File: config.mk
export PLATFORM = sky130hd
export DESIGN_NAME = pht_update_scheduler_flat
export DESIGN_NICKNAME = d
export VERILOG_FILES = /design/src/rtl/pht_update_scheduler_pkg.sv /design/src/rtl/pht_update_if.sv /design/src/rtl/pht_update_scheduler_queue.sv /design/src/rtl/pht_update_scheduler.sv /design/src/flat_wrapper.sv
export SDC_FILE = /design/constraint.sdc
export NUM_CORES = 1
export LEC_CHECK = 0
export BUFFER_PORTS_ARGS = -buffer_cell sky130_fd_sc_hd__buf_4
export CAP_MARGIN = 30
export CORE_MARGIN = 2
export CORE_UTILIZATION = 35
export CTS_CLUSTER_DIAMETER = 60
export DETAILED_ROUTE_END_ITERATION = 10
export MAX_ROUTING_LAYER = met4
export PLACE_DENSITY = 0.46
export SETUP_SLACK_MARGIN = 0.05
export SLEW_MARGIN = 20
export SYNTH_ARGS = -nofsm -noshare
export SYNTH_HDL_FRONTEND = slang
export SYNTH_HIERARCHICAL = 1
export SYNTH_SLANG_ARGS = --single-unit
File: constraint.sdc
create_clock -name clk -period 16 [get_ports clk]
set_input_delay 0.8 -clock clk [delete_from_list [all_inputs] [get_ports clk]]
set_output_delay 0.8 -clock clk [all_outputs]
set_load 0.1 [all_outputs]
File: src/rtl/pht_update_scheduler_pkg.sv
// Shared fetch-unit types for gshare PHT training.
// Holds the commit-side branch result and the queued PHT write format.
package pht_update_scheduler_pkg;

   localparam int INSN_ADDR_BIT_WIDTH = 2;
   localparam int PC_WIDTH = 32;
   localparam int PHT_IDX_W = 10;
   localparam int PHT_ENTRY_WIDTH = 2;
   localparam int BRANCH_GLOBAL_HISTORY_BIT_SIZE = 10;
   localparam int PHT_QUEUE_SIZE = 32;
   localparam int PHT_QUEUE_SIZE_BIT_WIDTH = $clog2(PHT_QUEUE_SIZE);
   localparam int PHT_UPDATE_DROP_COUNT_WIDTH = 16;

   typedef logic [PC_WIDTH-1:0] PC_Path;
   typedef logic [BRANCH_GLOBAL_HISTORY_BIT_SIZE-1:0] BranchGlobalHistoryPath;
   typedef logic [PHT_IDX_W-1:0] PHT_IndexPath;
   typedef logic [PHT_ENTRY_WIDTH-1:0] PHT_EntryPath;
   typedef logic [PHT_QUEUE_SIZE_BIT_WIDTH:0] PhtQueuePointerPath;

   localparam PHT_EntryPath PHT_ENTRY_MAX = '1;

   typedef struct packed {
      logic                   valid;
      logic                   isCondBr;
      logic                   isAX;
      PC_Path                 brAddr;
      BranchGlobalHistoryPath globalHistory;
      PHT_EntryPath           phtPrevValue;
      logic                   execTaken;
   } BranchResult;

   typedef struct packed {
      PHT_IndexPath idx;
      PHT_EntryPath val;
   } PhtUpdateEntry;

   function automatic PHT_IndexPath ToPHT_Index(
      input PC_Path                 addr,
      input BranchGlobalHistoryPath ghr
   );
      return addr[PHT_IDX_W+INSN_ADDR_BIT_WIDTH-1:INSN_ADDR_BIT_WIDTH]
             ^ PHT_IndexPath'(ghr);
   endfunction

   function automatic PHT_EntryPath SaturateCounter(
      input PHT_EntryPath v,
      input logic         taken
   );
      if (taken)
         return (v == PHT_ENTRY_MAX) ? v : v + PHT_EntryPath'(1);
      else
         return (v == '0) ? v : v - PHT_EntryPath'(1);
   endfunction

endpackage

File: src/rtl/pht_update_if.sv
// Commit-lane results in, single PHT write port and status out.
// master drives branch results and busy; slave is the scheduler.
interface pht_update_if #(
   parameter int REQ_NUM = 2
) ();
   import pht_update_scheduler_pkg::*;

   BranchResult  brResult [REQ_NUM];
   logic         phtWrBusy;
   logic         phtWE;
   PHT_IndexPath phtWA;
   PHT_EntryPath phtWV;
   logic         stallReq;
   logic [PHT_UPDATE_DROP_COUNT_WIDTH-1:0] dropCount;

   modport master (
      output brResult,
      output phtWrBusy,
      input  phtWE,
      input  phtWA,
      input  phtWV,
      input  stallReq,
      input  dropCount
   );

   modport slave (
      input  brResult,
      input  phtWrBusy,
      output phtWE,
      output phtWA,
      output phtWV,
      output stallReq,
      output dropCount
   );

endinterface

File: src/rtl/pht_update_scheduler_queue.sv
// Multi-push / single-pop circular buffer of PHT updates.
// The newest entry can have its value rewritten in place (coalescing).
module pht_update_queue
   import pht_update_scheduler_pkg::*;
#(
   parameter int REQ_NUM    = 2,
   parameter int QUEUE_SIZE = PHT_QUEUE_SIZE,
   localparam int IDX_W     = $clog2(QUEUE_SIZE),
   localparam int PTR_W     = IDX_W + 1,
   localparam int NUM_W     = $clog2(REQ_NUM + 1)
) (
   input  logic             clk,
   input  logic             rstN,
   input  logic             flush,
   input  logic [NUM_W-1:0] push_num,
   input  PhtUpdateEntry    push_data [REQ_NUM],
   input  logic             ovr_en,
   input  PHT_EntryPath     ovr_val,
   input  logic             pop,
   output PhtUpdateEntry    head_data,
   output PhtUpdateEntry    tail_data,
   output logic [PTR_W-1:0] count
);

   typedef logic [PTR_W-1:0] ptr_t;

   PhtUpdateEntry    mem_q [QUEUE_SIZE];
   PhtUpdateEntry    mem_d [QUEUE_SIZE];
   ptr_t             head_q, head_d;
   ptr_t             tail_q, tail_d;
   logic [IDX_W-1:0] tail_slot;

   assign tail_slot = IDX_W'(tail_q - ptr_t'(1));
   assign count     = tail_q - head_q;
   assign head_data = mem_q[head_q[IDX_W-1:0]];
   assign tail_data = mem_q[tail_slot];

   always_comb begin
      mem_d  = mem_q;
      head_d = head_q;
      tail_d = tail_q;
      if (flush) begin
         head_d = '0;
         tail_d = '0;
      end else begin
         if (ovr_en)
            mem_d[tail_slot].val = ovr_val;
         for (int i = 0; i < REQ_NUM; i++) begin
            if (i < int'(push_num))
               mem_d[tail_q[IDX_W-1:0] + IDX_W'(i)] = push_data[i];
         end
         tail_d = tail_q + ptr_t'(push_num);
         if (pop)
            head_d = head_q + ptr_t'(1);
      end
   end

   always_ff @(posedge clk or negedge rstN) begin
      if (!rstN) begin
         head_q <= '0;
         tail_q <= '0;
         for (int i = 0; i < QUEUE_SIZE; i++)
            mem_q[i] <= '0;
      end else begin
         head_q <= head_d;
         tail_q <= tail_d;
         mem_q  <= mem_d;
      end
   end

endmodule

File: src/rtl/pht_update_scheduler.sv
// Gathers commit-lane branch results into PHT counter updates and
// drains them one per cycle into the PHT write port.
module pht_update_scheduler
   import pht_update_scheduler_pkg::*;
#(
   parameter int REQ_NUM      = 2,
   parameter int QUEUE_SIZE   = PHT_QUEUE_SIZE,
   parameter int STALL_MARGIN = 2,
   localparam int CNT_W       = $clog2(QUEUE_SIZE) + 1,
   localparam int NUM_W       = $clog2(REQ_NUM + 1),
   localparam int DCW         = PHT_UPDATE_DROP_COUNT_WIDTH
) (
   input logic         clk,
   input logic         rstN,
   input logic         flush,
   pht_update_if.slave io
);

   PhtUpdateEntry    push_data [REQ_NUM];
   PhtUpdateEntry    head_data, tail_data;
   logic [CNT_W-1:0] count;
   logic [NUM_W-1:0] push_num;
   logic             ovr_en;
   PHT_EntryPath     ovr_val;
   logic             pop;
   logic             tail_mergeable;
   int               n_alloc, n_drop, free_slots, count_next;

   logic             phtWE_q, phtWE_d;
   PHT_IndexPath     phtWA_q, phtWA_d;
   PHT_EntryPath     phtWV_q, phtWV_d;
   logic             stallReq_q, stallReq_d;
   logic [DCW-1:0]   dropCount_q, dropCount_d;
   logic [DCW:0]     drop_sum;

   assign pop = !flush && (count != '0) && !io.phtWrBusy;
   assign free_slots = QUEUE_SIZE - int'(count) + int'(pop);

   // The entry leaving this cycle must keep the value it was queued with.
   assign tail_mergeable = (count != '0) && !(pop && count == CNT_W'(1));

   always_comb begin
      for (int i = 0; i < REQ_NUM; i++)
         push_data[i] = '0;
      n_alloc = 0;
      n_drop  = 0;
      ovr_en  = 1'b0;
      ovr_val = tail_data.val;
      for (int l = 0; l < REQ_NUM; l++) begin
         logic         lane_en;
         logic         hit;
         PHT_IndexPath idx;
         PHT_EntryPath val;
         lane_en = !flush && io.brResult[l].valid
                   && io.brResult[l].isCondBr && !io.brResult[l].isAX;
         idx = ToPHT_Index(io.brResult[l].brAddr,
                           io.brResult[l].globalHistory);
         val = SaturateCounter(io.brResult[l].phtPrevValue,
                               io.brResult[l].execTaken);
         hit = 1'b0;
         if (lane_en) begin
            for (int j = 0; j < REQ_NUM; j++) begin
               if (j < n_alloc && push_data[j].idx == idx) begin
                  push_data[j].val = val;
                  hit = 1'b1;
               end
            end
            if (!hit && tail_mergeable && tail_data.idx == idx) begin
               ovr_en  = 1'b1;
               ovr_val = val;
               hit     = 1'b1;
            end
            if (!hit) begin
               if (n_alloc < free_slots) begin
                  push_data[n_alloc].idx = idx;
                  push_data[n_alloc].val = val;
                  n_alloc++;
               end else begin
                  n_drop++;
               end
            end
         end
      end
      push_num = NUM_W'(n_alloc);
   end

   pht_update_queue #(
      .REQ_NUM    (REQ_NUM),
      .QUEUE_SIZE (QUEUE_SIZE)
   ) u_queue (
      .clk       (clk),
      .rstN      (rstN),
      .flush     (flush),
      .push_num  (push_num),
      .push_data (push_data),
      .ovr_en    (ovr_en),
      .ovr_val   (ovr_val),
      .pop       (pop),
      .head_data (head_data),
      .tail_data (tail_data),
      .count     (count)
   );

   assign count_next = int'(count) + n_alloc - int'(pop);
   assign drop_sum   = {1'b0, dropCount_q} + (DCW+1)'(n_drop);

   always_comb begin
      phtWE_d     = pop;
      phtWA_d     = pop ? head_data.idx : phtWA_q;
      phtWV_d     = pop ? head_data.val : phtWV_q;
      stallReq_d  = !flush && (count_next > QUEUE_SIZE - STALL_MARGIN);
      dropCount_d = drop_sum[DCW] ? '1 : drop_sum[DCW-1:0];
   end

   always_ff @(posedge clk or negedge rstN) begin
      if (!rstN) begin
         phtWE_q     <= 1'b0;
         phtWA_q     <= '0;
         phtWV_q     <= '0;
         stallReq_q  <= 1'b0;
         dropCount_q <= '0;
      end else begin
         phtWE_q     <= phtWE_d;
         phtWA_q     <= phtWA_d;
         phtWV_q     <= phtWV_d;
         stallReq_q  <= stallReq_d;
         dropCount_q <= dropCount_d;
      end
   end

   assign io.phtWE     = phtWE_q;
   assign io.phtWA     = phtWA_q;
   assign io.phtWV     = phtWV_q;
   assign io.stallReq  = stallReq_q;
   assign io.dropCount = dropCount_q;

endmodule
File: src/flat_wrapper.sv
// flat-port wrapper written by rule: the top's interface ports become plain ports
module pht_update_scheduler_flat import pht_update_scheduler_pkg::*;
#(
   parameter int REQ_NUM      = 2,
   parameter int QUEUE_SIZE   = PHT_QUEUE_SIZE,
   parameter int STALL_MARGIN = 2,
   localparam int CNT_W       = $clog2(QUEUE_SIZE) + 1,
   localparam int NUM_W       = $clog2(REQ_NUM + 1),
   localparam int DCW         = PHT_UPDATE_DROP_COUNT_WIDTH
)
  (clk, rstN, flush, io_brResult, io_phtWrBusy, io_phtWE, io_phtWA, io_phtWV, io_stallReq, io_dropCount);
  pht_update_if #(.REQ_NUM(REQ_NUM)) io_i ();
  input logic clk;
  input logic rstN;
  input logic flush;
  input wire logic [$bits(io_i.brResult)-1:0] io_brResult;
  input wire logic [$bits(io_i.phtWrBusy)-1:0] io_phtWrBusy;
  output wire logic [$bits(io_i.phtWE)-1:0] io_phtWE;
  output wire logic [$bits(io_i.phtWA)-1:0] io_phtWA;
  output wire logic [$bits(io_i.phtWV)-1:0] io_phtWV;
  output wire logic [$bits(io_i.stallReq)-1:0] io_stallReq;
  output wire logic [$bits(io_i.dropCount)-1:0] io_dropCount;
  assign io_i.brResult = {>>{io_brResult}};
  assign io_i.phtWrBusy = io_phtWrBusy;
  assign io_phtWE = io_i.phtWE;
  assign io_phtWA = io_i.phtWA;
  assign io_phtWV = io_i.phtWV;
  assign io_stallReq = io_i.stallReq;
  assign io_dropCount = io_i.dropCount;
  pht_update_scheduler #(.REQ_NUM(REQ_NUM), .QUEUE_SIZE(QUEUE_SIZE), .STALL_MARGIN(STALL_MARGIN)) u_core (.clk(clk), .rstN(rstN), .flush(flush), .io(io_i));
endmodule
# Yosys cells after proc, flatten, opt, wreduce, memory -nomap -nowiden
# Cells that the tools add are included.
[totals]
reg_bits = 426
latch_bits = 0
ram_bits = 0
mem_bits_ro = 0
in_bits = 100
out_inout_bits = 30
elab_cells = 219
n_memories = 0
[op_classes]
add_sub_neg = 16
multipliers = 0
n_div = 0
n_lt_le_gt_ge = 16
eq_ne = 6
shifts = 0
mux = 72
n_bitwise = 7
n_reduce_logical = 31
[op_table]
columns = ["operator", "count"]
rows = [
  ["$mux W384", 5],
  ["$bwmux W384", 3],
  ["$demux W12 S5", 3],
  ["$mux W32", 5],
  ["$bmux W12 S5", 2],
  ["$mux W12", 10],
  ["$mux W24", 3],
  ["$mux W17", 4],
  ["$lt A1 B32 Y1 const A", 2],
  ["$bwmux W24", 2],
  ["$add A32 B2 Y32", 1],
  ["$add A32 B2 Y32 const B", 1],
  ["$add A7 B32 Y32", 1],
  ["$ge A32 B2 Y1 const B", 1],
  ["$gt A32 B6 Y1 const B", 1],
  ["$lt A2 B32 Y1 const A", 1],
  ["$lt A32 B1 Y1 const B", 1],
  ["$lt A32 B32 Y1", 1],
  ["$mux W2", 16],
  ["$not A32 Y32", 1],
  ["$sub A32 B2 Y32", 1],
  ["$eq A10 B10 Y1", 3],
  ["$demux W12 S1", 2],
  ["$ge A6 B6 Y1 const B", 4],
  ["other kinds (25)", 74],
]

# Logic depth before layout (Yosys ltp)
# Gate-level depths: netlist of run 1.
[logic_depth]
ltp_word = 30
depth_mapped = 43
ltp_nobuf = 37

# By module
# The synthesis of run 1 kept the hierarchy.
[by_module_without_submodules]
columns = ["module", "n_inst", "cells_each", "area_each_um2", "seq_area_each_um2"]
rows = [
  ["pht_update_queue", 1, 2496, 26125.1, 9909.5],
  ["pht_update_scheduler", 1, 340, 3236.9, 750.7],
]

# Least setup slack after synthesis of run 1
# No wires, ideal clock.
[synth_path]
path_kind = "reg2reg"
from = "register u_core.u_queue.tail_q[0]"
to = "register u_core.stallReq_q, in the netlist u_core/io.stallReq"
setup_ns = 0.104
t_arrival_ns = 8.304
required_ns = 15.896
setup_slack_ns = 7.593
path_stages_with_launch = 42
path_buffers = 6
synth_period_minus_slack_ns = 8.407
path_cell_list = "dfrtp_1 buf_4 buf_6 buf_4 buf_2 inv_1 ha_1 fa_1 inv_1 a21o_1 a21oi_1 xnor2_1 inv_1 ha_1 a311oi_1 clkbuf_1 ha_1 ha_1 (+6 left out) inv_1 ha_1 nand2_1 o21a_1 ha_1 inv_1 ha_1 inv_1 fa_1 nand2b_1 a21oi_1 nor2_1 o21bai_1 a21oi_1 ha_1 o311ai_0 a21oi_1 a221oi_1"
[synth_via]
elab_chain_len = 28
word_cells_on_any_way = 49
classes_between = "7 x add/sub; 5 x order compare; 4 x eq/ne; 19 x mux; 1 x bitwise; 13 x reduce/logical"
[synth_rtl]
columns = ["element", "line", "rtl"]
rows = [
  ["start, declared", "pht_update_scheduler_queue.sv:30", "ptr_t tail_q, tail_d;"],
  ["start signal, assigned", "pht_update_scheduler_queue.sv:66", "tail_q <= tail_d;"],
  ["$sub A6 B6 Y6 *", "pht_update_scheduler_queue.sv:34", "assign count = tail_q - head_q;"],
  ["net u_core.count[4]", "pht_update_scheduler.sv:21", "logic [CNT_W-1:0] count;"],
  ["$reduce_bool A6 Y1 *", "pht_update_scheduler.sv:36", "assign pop = !flush && (count != '0) && !io.phtWrBusy;"],
  ["$logic_and A1 B1 Y1 * (2 in series)", "pht_update_scheduler.sv:36", ""],
  ["net u_core.phtWE_d", "pht_update_scheduler.sv:29", "logic phtWE_q, phtWE_d;"],
  ["parallel branches: the longest is 21 deep, another holds $add A32 B2 Y32", "-", ""],
  ["$sub A32 B2 Y32 *", "pht_update_scheduler.sv:104", "assign count_next = int'(count) + n_alloc - int'(pop);"],
  ["$gt A32 B6 Y1 *", "pht_update_scheduler.sv:111", "stallReq_d = !flush && (count_next > QUEUE_SIZE - STALL_MARGIN);"],
  ["$logic_and A1 B1 Y1 *", "pht_update_scheduler.sv:111", ""],
  ["net u_core.stallReq_d", "pht_update_scheduler.sv:32", "logic stallReq_q, stallReq_d;"],
  ["end signal, assigned", "pht_update_scheduler.sv:126", "stallReq_q <= stallReq_d;"],
  ["end, declared", "pht_update_scheduler.sv:32", ""],
]
# Mark *: on every way through the listed nets, which the timed path passes. The select of a mux whose other input is x is not followed.
# A chain may end at the register's enable or synchronous reset.

==> impl_metrics.csv, run 1 <==
group,metric,value,unit
clocking,cts_sinks,426,
sta,rsz0062_at_grt,"false",
die,die_w,294,um
synth,syn_area,29400,um^2
clocking,clk_pin_slew,0.05,ns
job,max_cap_violations,0,
setup_path,crit_type,"flop to flop",
setup_path,arrival,10.42,ns
sta,finClkSkew,0.0490,ns
cells_and_area,design_area,33300,um^2
setup_path,path_max_fanout,77,
clocking,clkLatencyLatePin,0.66,ns
sta,worst_pin_slew,1.24,ns
die,die_area,86200,um^2
synth,avgSynthCellArea,10.4,um^2
die,io_pins,130,
synth,yosys_register_bits,426,
hold_path,hold_path_class,"primary input to asynchronous set/reset pin",
route,wl,141000,um
clocking,cts-resized-gates,0,
sta,finalCritPeriodShare,61.8,%
route,drc,0,
clocking,cts_buffers,58,
global_route,antenna_found_initial,1,
route,antenna_left,0,
synth,synth_flop_cell,"dfrtp_1",
clocking,clockBufferDepth,3,
power,p_leak,13.6,nW
synth,syn-instance-count,2836,
global_route,grt_max_degree,102,
power,pwr_density_cell,115,nW/um^2
sta,setup_tns,0,ns
cells_and_area,mostFrequentLayoutCell,"dfrtp_1",
synth,ys_seq_area_share,36.3,%
clocking,holdBufCountCts,0,
route,drtIter0Drc,3930,
global_route,track_usage,33.2,%
synth,synth_top_area_cell,"dfrtp_1",
die,die_height,294,um
route,wl_per_cell,35.8,um
power,vdd_drop_max,0.0958,mV
synth,ys_types,104,
sta,setup_viol,0,
sta,fmax,101,MHz
cells_and_area,final_cell_mix,"423 x dfrtp_1, 259 x nor2_1, 234 x nand2_1, 220 x mux4_2, 202 x o22ai_1",
sta,slew_viol_final,0,
global_route,grt_overflow,0,
setup_path,critPathRequiredTime,16.53,ns
place,dpl_cell_area,31200,um^2
global_route,grt_pass1_vias,26641,
global_route,grt_pass1_wl,202000,um
cells_and_area,nNetsFinal,2957,
synth,netlist_top_cells_area,"dfrtp_1 36%, mux4_2 17%, o22ai_1 4.5%, nor2_1 3.4%, nand2_1 3.0%",
sta,fin_crit,9.89,ns
synth,post-synth-top-area-fraction,36.3,%
synth,synth_warnings,6,
clocking,cts_tree,"yes",
clocking,cts_root_buf,"clkbuf_16",
die,rows,106,
setup_path,crit_path_end_kind,"flop",
sta,timing.slew.headroom,17.1,%
outcome,status,"finished clean",
sta,timing.final.hold_violations,0,
route,via_count,27511,
place,io_buffers,85,
cells_and_area,drive_gt1_share,23.5,%
cells_and_area,syn_to_final_growth,13.3,%
clocking,cts_htree_levels,2,
die,core,83400,um^2
route,drtPass1Iterations,9,
synth,async_flop_share,100,%
route,viasPerCell,6.98,
clocking,cts_setup_buffers,0,
synth,syn_nets,2976,
die,initial_core_util,35.2,%
synth,synth_edf_count,0,
setup_path,critPathLaunchType,"flop",
power,report.power.total,3.83,mW
place,dpl.hpwl,93800,um
place,gp_congestion,0.946,
final timing paths:
kind,start,endpoint,slack (ns),cells past startpoint
max,u_core/u_queue/tail_q[0]$_DFF_PN0_,u_core/u_queue/mem_q[6]$_DFFE_PN0N_,6.11,20
min,rstN,u_core/u_queue/mem_q[127]$_DFFE_PN0N_,0.20,1
max reg2reg,u_core/u_queue/tail_q[0]$_DFF_PN0_,u_core/u_queue/mem_q[6]$_DFFE_PN0N_,6.11,20
min reg2reg,u_core/u_queue/mem_q[322]$_DFFE_PN0N_,u_core/u_queue/mem_q[322]$_DFFE_PN0N_,0.50,2
max in group asynchronous,rstN,u_core/u_queue/tail_q[0]$_DFF_PN0_,13.77,4
min in group clk,u_core/u_queue/mem_q[322]$_DFFE_PN0N_,u_core/u_queue/mem_q[322]$_DFFE_PN0N_,0.50,2
power breakdown:
group | switching (mW) | internal [mW] | total, mW
clock network | 0.556 | 0.760 | 1.32
logic | 0.821 | 0.481 | 1.30
registers | 0.0781 | 1.13 | 1.21
Yosys cell counts, drive strengths merged (55+ instances only):
cell type and number:
a22oi 92, clkbuf 171, o22ai 215, xnor2 55
buf 103, a222oi 56, o21ai 76, dfrtp 426
inv 85, nand2 235, nor2 283, a2bb2oi 73
mux4 220, a21oi 183
final cells by class:
type / instances / area (um^2)
repair buffers: 195 / 1630
flip-flops and latches: 426 / 10700
multi-input cells: 2051 / 17400
well taps: 1080 / 1350
clock inverters: 28 / 294
fillers: 8073 / 50200
inverters: 85 / 324
clock buffers: 76 / 1610
diodes: 1 / 2.50
routing by layer:
layer	wire (um)	vias to the layer above	GRT usage (%)
met5	0	-	-
met4	7480	0	15.0
met3	16400	353	8.23
met2	61500	1977	48.3
met1	55800	14135	43.8
li1	-	11046	-
critical path: stages (launching register included):
cell,delay [ns]
dfrtp_4,0.86
inv_1,0.32
ha_4,0.65
buf_12,0.51
mux4_2,0.45
nand2_1,0.10
nand2_1,0.06
a222oi_1,1.00
nand3_1,0.45
xnor3_1,0.51
nand3_1,0.09
nor4_1,0.55
nand2b_1,0.27
nand2_1,0.07
a21oi_1,0.19
ha_1,0.18
and2_1,0.75
nand2_1,0.73
nor3_2,0.94
nand2_1,0.56
o221a_2,0.41
state kept, by name (all words and copies together) (netlist names):
name / count
u_core/io.phtWV: 2
u_core/u_queue/head_q: 6
u_core/io.dropCount: 16
u_core/io.stallReq: 1
u_core/u_queue/tail_q: 6
u_core/u_queue/mem_q: 384
u_core/io.phtWE: 1
u_core/io.phtWA: 10
cells by family (layout without fill, tap and decap cells):
group                    after synthesis  in the layout  share of synthesized area (%)
multiplexers                         275            275                           18.8
XOR/XNOR                              82             82                           3.10
AND/OR/NAND/NOR                      691            691                           10.5
other                                  0              1                              0
adder cells (fa/ha/maj)               41             41                           1.84
buffers and inverters                359            384                           5.08
flip-flops                           426            426                           36.3
AO/OA/AOI/OAI                        962            962                           24.4
per-stage QoR:
stage	setup slack [ns]	hold WS [ns]	util [%]	instances
2_1_floorplan	7.59	0.461	-	2836
3_3_place_gp	6.26	0.476	37.2	3812
3_5_place_dp	6.32	0.492	37.4	3828
4_1_cts	6.27	0.238	39.7	3932
5_1_grt	6.03	0.289	39.9	3941
6_report	6.11	0.205	39.9	3942
Note: power is estimated with default switching activity, not from simulation.
==> inputs of run 2 (changes only) <==
--- a/config.mk
+++ b/config.mk
@@ -12,7 +12,7 @@
 export CTS_CLUSTER_DIAMETER = 60
 export DETAILED_ROUTE_END_ITERATION = 10
 export MAX_ROUTING_LAYER = met4
-export PLACE_DENSITY = 0.46
+export PLACE_DENSITY = 0.48
 export SETUP_SLACK_MARGIN = 0.05
 export SLEW_MARGIN = 20
 export SYNTH_ARGS = -nofsm -noshare
==> constraint.sdc (replaced) <==
create_clock -name clk -period 8.36 [get_ports clk]
set_input_delay 0.418 -clock clk [delete_from_list [all_inputs] [get_ports clk]]
set_output_delay 0.418 -clock clk [all_outputs]
set_load 0.1 [all_outputs]
==> impl_metrics.csv, run 2 (synthesized netlist as in run 1, its figures left out) <==
group,metric,value,unit
outcome,status,"finished clean",
clocking,cts_setup_buffers,0,
cells_and_area,multiInputGateArea,17400,um^2
route,drtIter0Drc,3662,
die,die_w,294,um
cells_and_area,drive_gt1_share,24.7,%
clocking,cts_root_buf,"clkbuf_16",
die,die_area,86200,um^2
sta,timing.final.hold_violations,0,
power,share_comb_of_total_power,33.9,%
global_route,grt_pass1_vias,26356,
setup_path,path_max_fanout,25,
global_route,track_usage,30.5,%
sta,setup_viol,0,
setup_path,r2r_start,"u_core/u_queue/tail_q[0]$_DFF_PN0_",
clocking,clkLatencyLatePin,0.65,ns
power,vdd_drop_max,0.153,mV
place,io_buffers,85,
route,wl_per_cell,32.4,um
die,io_pins,130,
setup_path,critPathLaunchType,"flop",
route,drc,0,
route,drtPass1Iterations,6,
power,seq_power_share,30.3,%
setup_path,arrival,8.41,ns
clocking,cts_htree_levels,2,
power,power_switching_share,36.6,%
cells_and_area,largest_reg_flops,384,
place,dpl.hpwl,91100,um
sta,fin_crit,7.83,ns
setup_path,crit_type,"flop to flop",
power,internal_power,4.72,mW
global_route,grt_overflow,0,
cells_and_area,regMostFlops,"u_core/u_queue/mem_q",
sta,worst_pin_slew,1.07,ns
setup_path,startpoint,"u_core/u_queue/tail_q[0]$_DFF_PN0_",
die,rows,106,
sta,finalWorstSetupSlack,0.527,ns
cells_and_area,regArea,10700,um^2
route,antenna_left,0,
power,report.power.total,7.44,mW
cells_and_area,fillers,8075,
global_route,antenna_found_initial,6,
power,pwr_density_cell,221,nW/um^2
hold_path,min-delay-start,"io_phtWrBusy",
setup_path,crit_path_end_kind,"flop",
cells_and_area,final_cell_mix,"423 x dfrtp_1, 263 x nor2_1, 241 x buf_4, 234 x nand2_1, 220 x mux4_2",
die,initial_core_util,35.2,%
hold_path,hold_path_class,"primary input to flop",
setup_path,critPathRequiredTime,8.94,ns
power,p_sw,2.72,mW
clocking,holdBufCountCts,1,
die,die_height,294,um
sta,finClkSkew,0.0385,ns
place,place_worst_setup_slack,0.695,ns
sta,setup_tns,0,ns
sta,rsz0062_at_grt,"false",
cells_and_area,mostFrequentLayoutCell,"dfrtp_1",
sta,finalCritPeriodShare,93.7,%
route,wl,130000,um
route,viasPerCell,6.76,
route,via_count,27078,
sta,slew_viol_final,0,
place,gp_congestion,0.971,
power,p_leak,13.9,nW
power,clockPowerShare,35.8,%
clocking,cts_sinks,426,
global_route,grt_pass1_wl,189000,um
cells_and_area,nNetsFinal,3012,
job,max_cap_violations,0,
die,core,83400,um^2
sta,fmax,128,MHz
cells_and_area,syn_to_final_growth,14.8,%
clocking,cts_tree,"yes",
clocking,clk_pin_slew,0.06,ns
global_route,grt_max_degree,148,
clocking,cts_buffers,58,
clocking,clockBufferDepth,3,
sta,timing.slew.headroom,28.2,%
clocking,cts-resized-gates,0,
[run 2: cell types whose count changed in the layout (fill, tap and decap cells not counted), sizes merged, moves of 3 or more]
cell	previous run	this run
buf	193	248
bufinv	3	8
clkbuf	78	81
clkinv	11	14
clkinvlp	7	3
diode	1	6
inv	92	88
[run 2: final cells by class]
type / instances / area share [%]
diodes: 6 / 0.0445
clock buffers: 80 / 4.85
clock inverters: 28 / 1.16
inverters: 85 / 0.961
multi-input cells: 2051 / 51.5
flip-flops and latches: 426 / 31.6
well taps: 1080 / 4.01
repair buffers: 250 / 5.83
[run 2: routing by layer]
layer / routed length, um / vias up / track usage (%)
li1: - / 11178 / -
met1: 52600 / 13927 / 40.2
met2: 60500 / 1716 / 47.1
met3: 12500 / 257 / 6.22
met4: 4410 / 0 / 9.94
met5: 0 / - / -
[run 2: power by group through the flow]
stage | clock (mW) | sequential, mW | combinational [mW]
CTS | 2.70 | 2.25 | 2.51
finish | 2.66 | 2.26 | 2.53
global placement | 0 | 2.28 | 2.49
global route | 2.78 | 2.27 | 2.68
floorplan | 0 | 2.54 | 1.47
detailed placement | 0 | 2.29 | 2.50
[run 2: metrics by stage]
step	util (%)	area (um^2)	instances	hold slack (ns)
CTS	40.4	33700	3998	0.184
global route	40.4	33700	4006	0.202
detailed placement	37.9	31600	3889	0.369
floorplan	-	29400	2836	0.122
finish	40.4	33700	4006	0.201
global placement	37.9	31600	3886	0.365
[run 2: worst paths after layout]
kind,endpoint,slack [ns],cells past startpoint
worst max-delay path,u_core/u_queue/mem_q[166]$_DFFE_PN0N_,0.53,21
worst min-delay path,u_core/io.phtWE$_DFF_PN0_,0.20,3
worst max register to register,u_core/u_queue/mem_q[166]$_DFFE_PN0N_,0.53,21
worst min register to register,u_core/u_queue/mem_q[320]$_DFFE_PN0N_,0.51,2
max in group asynchronous,u_core/u_queue/mem_q[378]$_DFFE_PN0N_,6.11,4
min in group asynchronous,u_core/u_queue/mem_q[108]$_DFFE_PN0N_,0.29,2
[run 2: worst max-delay path, cell delays in order, from the launching register on]
cell      delay, ns
dfrtp_4        0.45
inv_1          0.12
ha_4           0.62
buf_12         0.29
mux4_2         0.33
nand2_1        0.08
nand2_1        0.05
a222oi_1       0.74
nand3_1        0.39
xnor3_1        0.47
nand3_1        0.10
nor4_1         0.46
buf_4          0.21
nand2b_1       0.18
nor3_1         0.13
a21oi_4        0.31
and2_1         0.58
buf_4          0.27
and2_1         0.54
nand2_1        0.49
a21oi_2        0.67
o2bb2a_1       0.25
